===== src/rtl/reg_bank_pkg.sv =====
// reg_bank_pkg: shared FSM state encoding and default sizes for the register bank arbiter
package reg_bank_pkg;
    typedef enum logic [1:0] {
        S_IDLE    = 2'd0,
        S_ACCESS  = 2'd1,
        S_RELEASE = 2'd2
    } state_t;
    localparam int N_REQ_DEF = 4;
    localparam int WIDTH_DEF = 8;
    localparam int DEPTH_DEF = 4;
    localparam int AW_DEF    = 2;
endpackage


===== src/rtl/dff_word.sv =====
// dff_word: one bank register with load enable and asynchronous active-low clear
module dff_word #(
    parameter int WIDTH = 8
) (
    input  logic             clk,
    input  logic             reset,
    input  logic             en,
    input  logic [WIDTH-1:0] d,
    output logic [WIDTH-1:0] q
);
    // hold the stored word, loading d only when enabled
    always_ff @(posedge clk or negedge reset)
        if (!reset) q <= '0;
        else if (en) q <= d;
endmodule


===== src/rtl/reg_bank_arbiter.sv =====
// reg_bank_arbiter: round-robin shared access to a small register bank, one op per grant
module reg_bank_arbiter
    import reg_bank_pkg::*;
#(
    parameter int N_REQ = N_REQ_DEF,
    parameter int WIDTH = WIDTH_DEF,
    parameter int DEPTH = DEPTH_DEF,
    parameter int AW    = AW_DEF
) (
    input  logic                   clk,
    input  logic                   reset,
    input  logic [N_REQ-1:0]       req,
    input  logic [N_REQ-1:0]       we,
    input  logic [N_REQ*AW-1:0]    addr,
    input  logic [N_REQ*WIDTH-1:0] wdata,
    output logic [N_REQ-1:0]       gnt,
    output logic                   ack,
    output logic [WIDTH-1:0]       rdata,
    output logic                   busy
);
    localparam int IW = $clog2(N_REQ);
    state_t state;
    logic [IW-1:0] ptr, win, win_c, j;
    logic hit;
    logic lat_we;
    logic [AW-1:0] lat_addr;
    logic [WIDTH-1:0] lat_wdata, rd_c;
    logic [WIDTH-1:0] bank_q [DEPTH];
    assign busy = state != S_IDLE;
    // round-robin search starting just after the last winner
    always_comb begin
        win_c = '0;
        hit   = 1'b0;
        j     = '0;
        for (int k = 1; k <= N_REQ; k++) begin
            j = IW'((int'(ptr) + k) % N_REQ);
            if (!hit && req[j]) begin
                hit   = 1'b1;
                win_c = j;
            end
        end
    end
    // read mux; addresses with no backing register read as zero
    always_comb begin
        rd_c = '0;
        for (int k = 0; k < DEPTH; k++)
            if (lat_addr == AW'(k)) rd_c = bank_q[k];
    end
    for (genvar g = 0; g < DEPTH; g++) begin : g_bank
        dff_word #(.WIDTH(WIDTH)) u_word (
            .clk   (clk),
            .reset (reset),
            .en    (state == S_ACCESS && lat_we && lat_addr == AW'(g)),
            .d     (lat_wdata),
            .q     (bank_q[g])
        );
    end
    // grant, perform one access, then hold the grant until the winner lets go
    always_ff @(posedge clk or negedge reset)
        if (!reset) begin
            state     <= S_IDLE;
            ptr       <= IW'(N_REQ - 1);
            win       <= '0;
            gnt       <= '0;
            ack       <= 1'b0;
            rdata     <= '0;
            lat_we    <= 1'b0;
            lat_addr  <= '0;
            lat_wdata <= '0;
        end else begin
            case (state)
                S_IDLE:
                    if (hit) begin
                        win       <= win_c;
                        gnt       <= N_REQ'(1) << win_c;
                        lat_we    <= we[win_c];
                        lat_addr  <= addr[win_c*AW +: AW];
                        lat_wdata <= wdata[win_c*WIDTH +: WIDTH];
                        state     <= S_ACCESS;
                    end
                S_ACCESS: begin
                    ack   <= 1'b1;
                    rdata <= lat_we ? rdata : rd_c;
                    state <= S_RELEASE;
                end
                S_RELEASE: begin
                    ack <= 1'b0;
                    if (!req[win]) begin
                        gnt   <= '0;
                        ptr   <= win;
                        state <= S_IDLE;
                    end
                end
                default: state <= S_IDLE;
            endcase
        end
endmodule


===== config.mk =====
export PLATFORM = sky130hd
export DESIGN_NAME = reg_bank_arbiter
export DESIGN_NICKNAME = d
export VERILOG_FILES = /design/src/rtl/reg_bank_pkg.sv /design/src/rtl/dff_word.sv /design/src/rtl/reg_bank_arbiter.sv
export SDC_FILE = /design/constraint.sdc
export NUM_CORES = 1
export LEC_CHECK = 0
export ABC_AREA = 1
export BUFFER_PORTS_ARGS = -buffer_cell sky130_fd_sc_hd__buf_4
export CORE_AREA = 2 2 96 98
export CTS_BUF_LIST = sky130_fd_sc_hd__clkbuf_16
export DETAILED_ROUTE_END_ITERATION = 10
export DIE_AREA = 0 0 98 100
export GPL_TIMING_DRIVEN = 0
export PLACE_DENSITY_LB_ADDON = 0.3
export SYNTH_ARGS = -nofsm -noshare
export SYNTH_HDL_FRONTEND = slang
export SYNTH_SLANG_ARGS = --single-unit

===== constraint.sdc =====
create_clock -name clk -period 2.4 [get_ports clk]
set_clock_uncertainty 0.05 [all_clocks]
set_input_delay 0.48 -clock clk [delete_from_list [all_inputs] [get_ports clk]]
set_output_delay 0.48 -clock clk [all_outputs]
set_load 0.01 [all_outputs]

==> results.json, run 1 <==
{
  "grt_pass1_wl_mm": 13.3,
  "yosys.area.top_type": "dfrtp_1",
  "synthTopCellsByArea": "dfrtp_1 46%, nand2_1 15%, inv_1 6.3%",
  "wl_mm": 7.56,
  "syn_area_um2": 3280,
  "finalNetCount": 550,
  "areaGrowthSynthToFinish_pct": 27.2,
  "seq_area_um2": 1550,
  "fp.dieH_um": 100,
  "fin_setup_tns_ps": 0,
  "cp_num_cells": 10,
  "rr_worst_depth": 10,
  "drc": 0,
  "maxCapViolations": 0,
  "crit_family": "simple AND/OR/NAND/NOR gates",
  "synth.distinct_cells": 31,
  "path_clk_slew_ps": 50,
  "insertion_delay_ps": 330,
  "start_util": 0.369,
  "numCtsBuffers": 9,
  "final_util": 0.469,
  "ys_seq_area_frac": 0.474,
  "multi_input_area_um2": 1420,
  "ys.flop_type": "dfrtp_1",
  "antenna_left": 0,
  "synthTopCellsByCount": "135 x nand2_1, 60 x dfrtp_1, 55 x inv_1",
  "rsz0062_at_grt": "no",
  "clock.fmax_ghz": 0.475,
  "worst_pin_slew_ps": 766,
  "final-setup-viol-count": 0,
  "wl_per_cell_um": 12.4,
  "hold_buffers": 0,
  "worstPathCellList": "buf_6, inv_4, nand2_2, nand2_2, nand2_2, a21boi_0, nand3_2, nor2_2, nand3_1, nand3_1",
  "grt_max_degree": 63,
  "firstDrtPassIters": 4,
  "row_count": 35,
  "clockBufferDepth": 2,
  "drt_iter0_markers": 108,
  "maxSlewHeadroom": 0.489,
  "top_level_ports": 64,
  "cp_num_buf_inv": 2,
  "power_density_nw_per_um2": 1450,
  "port_buffers": 63,
  "root_buffer": "clkbuf_16",
  "track_usage": 0.168,
  "status": "finished clean",
  "grt_pass1_vias": 2882,
  "synth-edff-count": 0,
  "antenna_found_initial": 0,
  "avgSynthCellArea_um2": 7.77,
  "clock_sinks": 62,
  "place.gp.congestion": 0.821,
  "vdd_drop_max_v": 0.000625,
  "antenna_cells": 0,
  "hpwlAfterDp_mm": 5.61,
  "synth-seq-cells": 62,
  "drive_gt1_frac": 0.218,
  "cp_slowest_cell": "dfstp_2",
  "fillers": 902,
  "async_flop_share": 1.00,
  "path_max_fanout": 10,
  "min_period_over_period": 0.877,
  "drv_slew": 0,
  "num_vias": 2869,
  "htreeDepth": 3,
  "critPathKind": "reg -> reg",
  "vias_per_cell": 4.70,
  "leakagePower_uw": 0.00218,
  "cp-end-kind": "flip-flop",
  "dieArea_um2": 9800,
  "cp_common_cell": "nand2_2",
  "synth_nets": 476,
  "synth-warning-count": 0,
  "die_w_um": 98,
  "core_um2": 8890,
  "gr-total-overflow": 0,
  "postCtsSetupRepairBufs": 0,
  "cts_tree": "built",
  "synth_cells": 422,
  "synth_most_common_cell": "nand2_1",
  "synth_largest_type_area_fraction": 0.458,
  "crit_arrival_ps": 2320,
  "crit_required_ps": 2610,
  "max_stage_delay_ps": 520,
  "post_cts_resized": 0,
  "finalHoldViolations": 0,
  "start_kind": "flip-flop",
  "hold_path.class": "in -> async",
  "fin_crit_ps": 2100
}
[power breakdown]
part	internal (uW)	switching [uW]
Clock	783	436
Combinational	1150	1860
Sequential	1540	266
[final cells by class]
class | instances | area share
clock buffer | 9 | 0.0540
inverter | 58 | 0.0528
sequential | 62 | 0.373
timing repair buffer | 63 | 0.113
multi-input combinational | 291 | 0.341
clock inverter | 6 | 0.0129
buffer | 11 | 0.0198
tap | 111 | 0.0333
[metrics by stage]
step,area [um^2],cells,hold slack (ps),power [uW],setup WS (ps)
2_1_floorplan,3280,422,134,4010,526
3_3_place_gp,3890,596,414,4760,318
3_5_place_dp,3890,596,416,4850,295
4_1_cts,4170,611,216,6100,281
5_1_grt,4170,611,262,6620,78.7
6_report,4170,611,182,6040,296
[per-layer routing]
metal / wire length (um) / part of all wire / track usage
met1: 3640 / 0.48 / 0.222
met2: 3530 / 0.47 / 0.266
met3: 336 / 0.044 / 0.0425
met4: 54 / 0.0071 / 0.0673
met5: 0 / 0 / 0
[final timing paths]
kind	from	endpoint	slack, ps
max	ptr[0]	lat_addr[0]	300
min	reset	rdata[6]	180
max reg2reg	ptr[0]	lat_addr[0]	300
min reg2reg	lat_wdata[2]	lat_wdata[2]	430
max in group asynchronous	reset	g_bank[3].u_word.q[2]	1620
min in group clk	addr[4]	lat_addr[0]	360
[cell families after synthesis]
group,synth area share
flip-flops,0.474
buffers and inverters,0.0924
adder cells (fa/ha/maj),0.0153
AND/OR/NAND/NOR,0.290
AO/OA/AOI/OAI,0.128
[flip-flops by register name (all words and copies together) (netlist names)]
signal and flops:
win 2, ptr 2, lat_we 1, rdata 8, g_bank.u_word.q 32, ack 1, lat_addr 2, state 2
gnt 4, lat_wdata 8
[cells in the final DEF, fill, tap and decap left out, drive strengths merged]
cell type,synthesis,layout
clkbuf,5,14
nor2,20,20
a21boi,1,1
buf,6,69
a21oi,15,15
nand3,37,37
clkinvlp,0,1
dfstp,2,2
nand4,3,3
bufinv,0,1
o22ai,3,3
ha,4,4
or2,7,7
clkinv,1,5
dfrtp,60,60
a221oi,6,6
a22o,4,4
o21ai,36,36
inv,57,57
a31oi,2,2
o211ai,4,4
o21bai,1,1
nand2,148,148
Power figures use the tool's default switching activity.
==> inputs of run 2 (changes only) <==
--- a/config.mk
+++ b/config.mk
@@ -12,7 +12,6 @@
 export DETAILED_ROUTE_END_ITERATION = 10
 export DIE_AREA = 0 0 98 100
 export GPL_TIMING_DRIVEN = 0
-export PLACE_DENSITY_LB_ADDON = 0.3
 export SYNTH_ARGS = -nofsm -noshare
 export SYNTH_HDL_FRONTEND = slang
 export SYNTH_SLANG_ARGS = --single-unit
==> constraint.sdc (replaced) <==
create_clock -name clk -period 2.5 [get_ports clk]
set_clock_uncertainty 0.05 [all_clocks]
set_input_delay 0.5 -clock clk [delete_from_list [all_inputs] [get_ports clk]]
set_output_delay 0.5 -clock clk [all_outputs]
set_load 0.01 [all_outputs]
==> results.json, run 2 (synthesized netlist as in run 1, its figures left out) <==
{
  "status": "finished clean",
  "drive_gt1_frac": 0.222,
  "crit_required_ps": 2710,
  "grt_max_degree": 63,
  "fin_crit_ps": 2120,
  "cp-end-kind": "flip-flop",
  "clock_sinks": 62,
  "clockBufferDepth": 2,
  "hold_buffers": 0,
  "power_density_nw_per_um2": 1410,
  "clock.fmax_ghz": 0.471,
  "core_um2": 8890,
  "antenna_cells": 0,
  "cts_tree": "built",
  "share_comb_of_total_power": 0.489,
  "areaGrowthSynthToFinish_pct": 28.2,
  "firstDrtPassIters": 4,
  "switching_share": 0.417,
  "gr-usage-met1": 0.226,
  "post_cts_resized": 0,
  "fp.dieH_um": 100,
  "insertion_delay_ps": 320,
  "track_usage": 0.170,
  "postCtsSetupRepairBufs": 0,
  "finalHoldViolations": 0,
  "htreeDepth": 3,
  "largest_reg_flops": 32,
  "cp_common_cell": "nand2_2",
  "cp_slowest_cell": "dfstp_2",
  "wl_per_cell_um": 12.4,
  "drt_iter0_markers": 124,
  "rsz0062_at_grt": "no",
  "busiest_layer": "met2",
  "switchingPower_uw": 2470,
  "hold_path.class": "in -> async",
  "reg2reg_setup_slack_ps": 380,
  "antenna_left": 0,
  "grt_pass1_vias": 2922,
  "num_vias": 2895,
  "antenna_found_initial": 0,
  "start_util": 0.369,
  "max_stage_delay_ps": 530,
  "drc": 0,
  "path_max_fanout": 10,
  "place.gp.congestion": 0.825,
  "final_common_cell": "nand2_1",
  "share_seq_of_total_power": 0.292,
  "min_period_over_period": 0.849,
  "path_clk_slew_ps": 50,
  "port_buffers": 63,
  "hpwlAfterDp_mm": 5.63,
  "gr-total-overflow": 0,
  "crit_arrival_ps": 2330,
  "row_count": 35,
  "worst_pin_slew_ps": 787,
  "grt_util_met3": 0.0334,
  "top_level_ports": 64,
  "biggestRegsByFlops": "g_bank.u_word.q x32, lat_wdata x8, rdata x8",
  "dieArea_um2": 9800,
  "vias_per_cell": 4.73,
  "p_clk_frac": 0.220,
  "critPathKind": "reg -> reg",
  "use_met2": 0.270,
  "fillers": 888,
  "fin_setup_tns_ps": 0,
  "start_kind": "flip-flop",
  "worstPathCellList": "buf_6, inv_4, nand2_2, nand2_2, nand2_2, a21boi_0, nand3_2, nor2_2, nand3_1, nand3_1",
  "drv_slew": 0,
  "largest_register": "g_bank.u_word.q",
  "final-setup-viol-count": 0,
  "maxCapViolations": 0,
  "most-common-layout-cells": "135 x nand2_1, 63 x buf_4, 60 x dfrtp_1",
  "vdd_drop_max_v": 0.000551,
  "numCtsBuffers": 9,
  "root_buffer": "clkbuf_16",
  "wl_mm": 7.58,
  "maxSlewHeadroom": 0.475,
  "grt_pass1_wl_mm": 13.5,
  "leakagePower_uw": 0.00220,
  "internal_power_uw": 3450,
  "final_util": 0.473,
  "die_w_um": 98,
  "finalNetCount": 550
}
[run 2: cell type report]
class | instances | area (um^2) | area share
multi-input cells | 291 | 1420 | 0.338
clock buffers | 9 | 225 | 0.0536
inverters | 58 | 220 | 0.0524
repair buffers | 63 | 473 | 0.113
flip-flops and latches | 62 | 1550 | 0.370
well taps | 111 | 139 | 0.0330
plain buffers | 11 | 82.6 | 0.0196
clock inverters | 7 | 88.8 | 0.0211
[run 2: worst paths after layout]
check                                  start                    end  cells past startpoint
worst min register to register  lat_wdata[2]           lat_wdata[2]                      2
max in group asynchronous              reset  g_bank[1].u_word.q[0]                      1
worst max-delay path                  ptr[0]            lat_addr[1]                     10
min in group clk                   wdata[16]           lat_wdata[0]                      3
worst min-delay path                   reset               rdata[4]                      1
worst max register to register        ptr[0]            lat_addr[1]                     10
[run 2: power groups by stage]
stage	Sequential, uW	Clock (uW)	Combinational, uW
after floorplan	1710	0	2140
after global placement	1730	0	2870
after detailed placement	1740	0	2920
after CTS	1730	1330	2930
after global routing	1790	1370	3340
final	1730	1300	2890
[run 2: through the flow]
| step | worst slack, ps | std cells | hold WS [ps] | total power, uW | area [um^2] |
|---|---|---|---|---|---|
| floorplan | 626 | 422 | 154 | 3850 | 3280 |
| global placement | 402 | 596 | 414 | 4600 | 3890 |
| detailed placement | 373 | 596 | 416 | 4660 | 3890 |
| CTS | 356 | 612 | 249 | 5990 | 4200 |
| global route | 152 | 612 | 282 | 6500 | 4200 |
| finish | 378 | 612 | 218 | 5920 | 4200 |
[run 2: metal layers]
metal  wire [um]  vias up
met2        3460       84
met1        3590     1298
li1            -     1507
met3         424        6
met5           0        -
met4         104        0
[run 2: worst max-delay path: cells and delay by family (launching register included)]
family	cells	cell delay, ps
DFF	1	530
AOI/OAI and AO/OA	1	230
and+or+nand+nor	7	1040
buffers and inverters	2	220
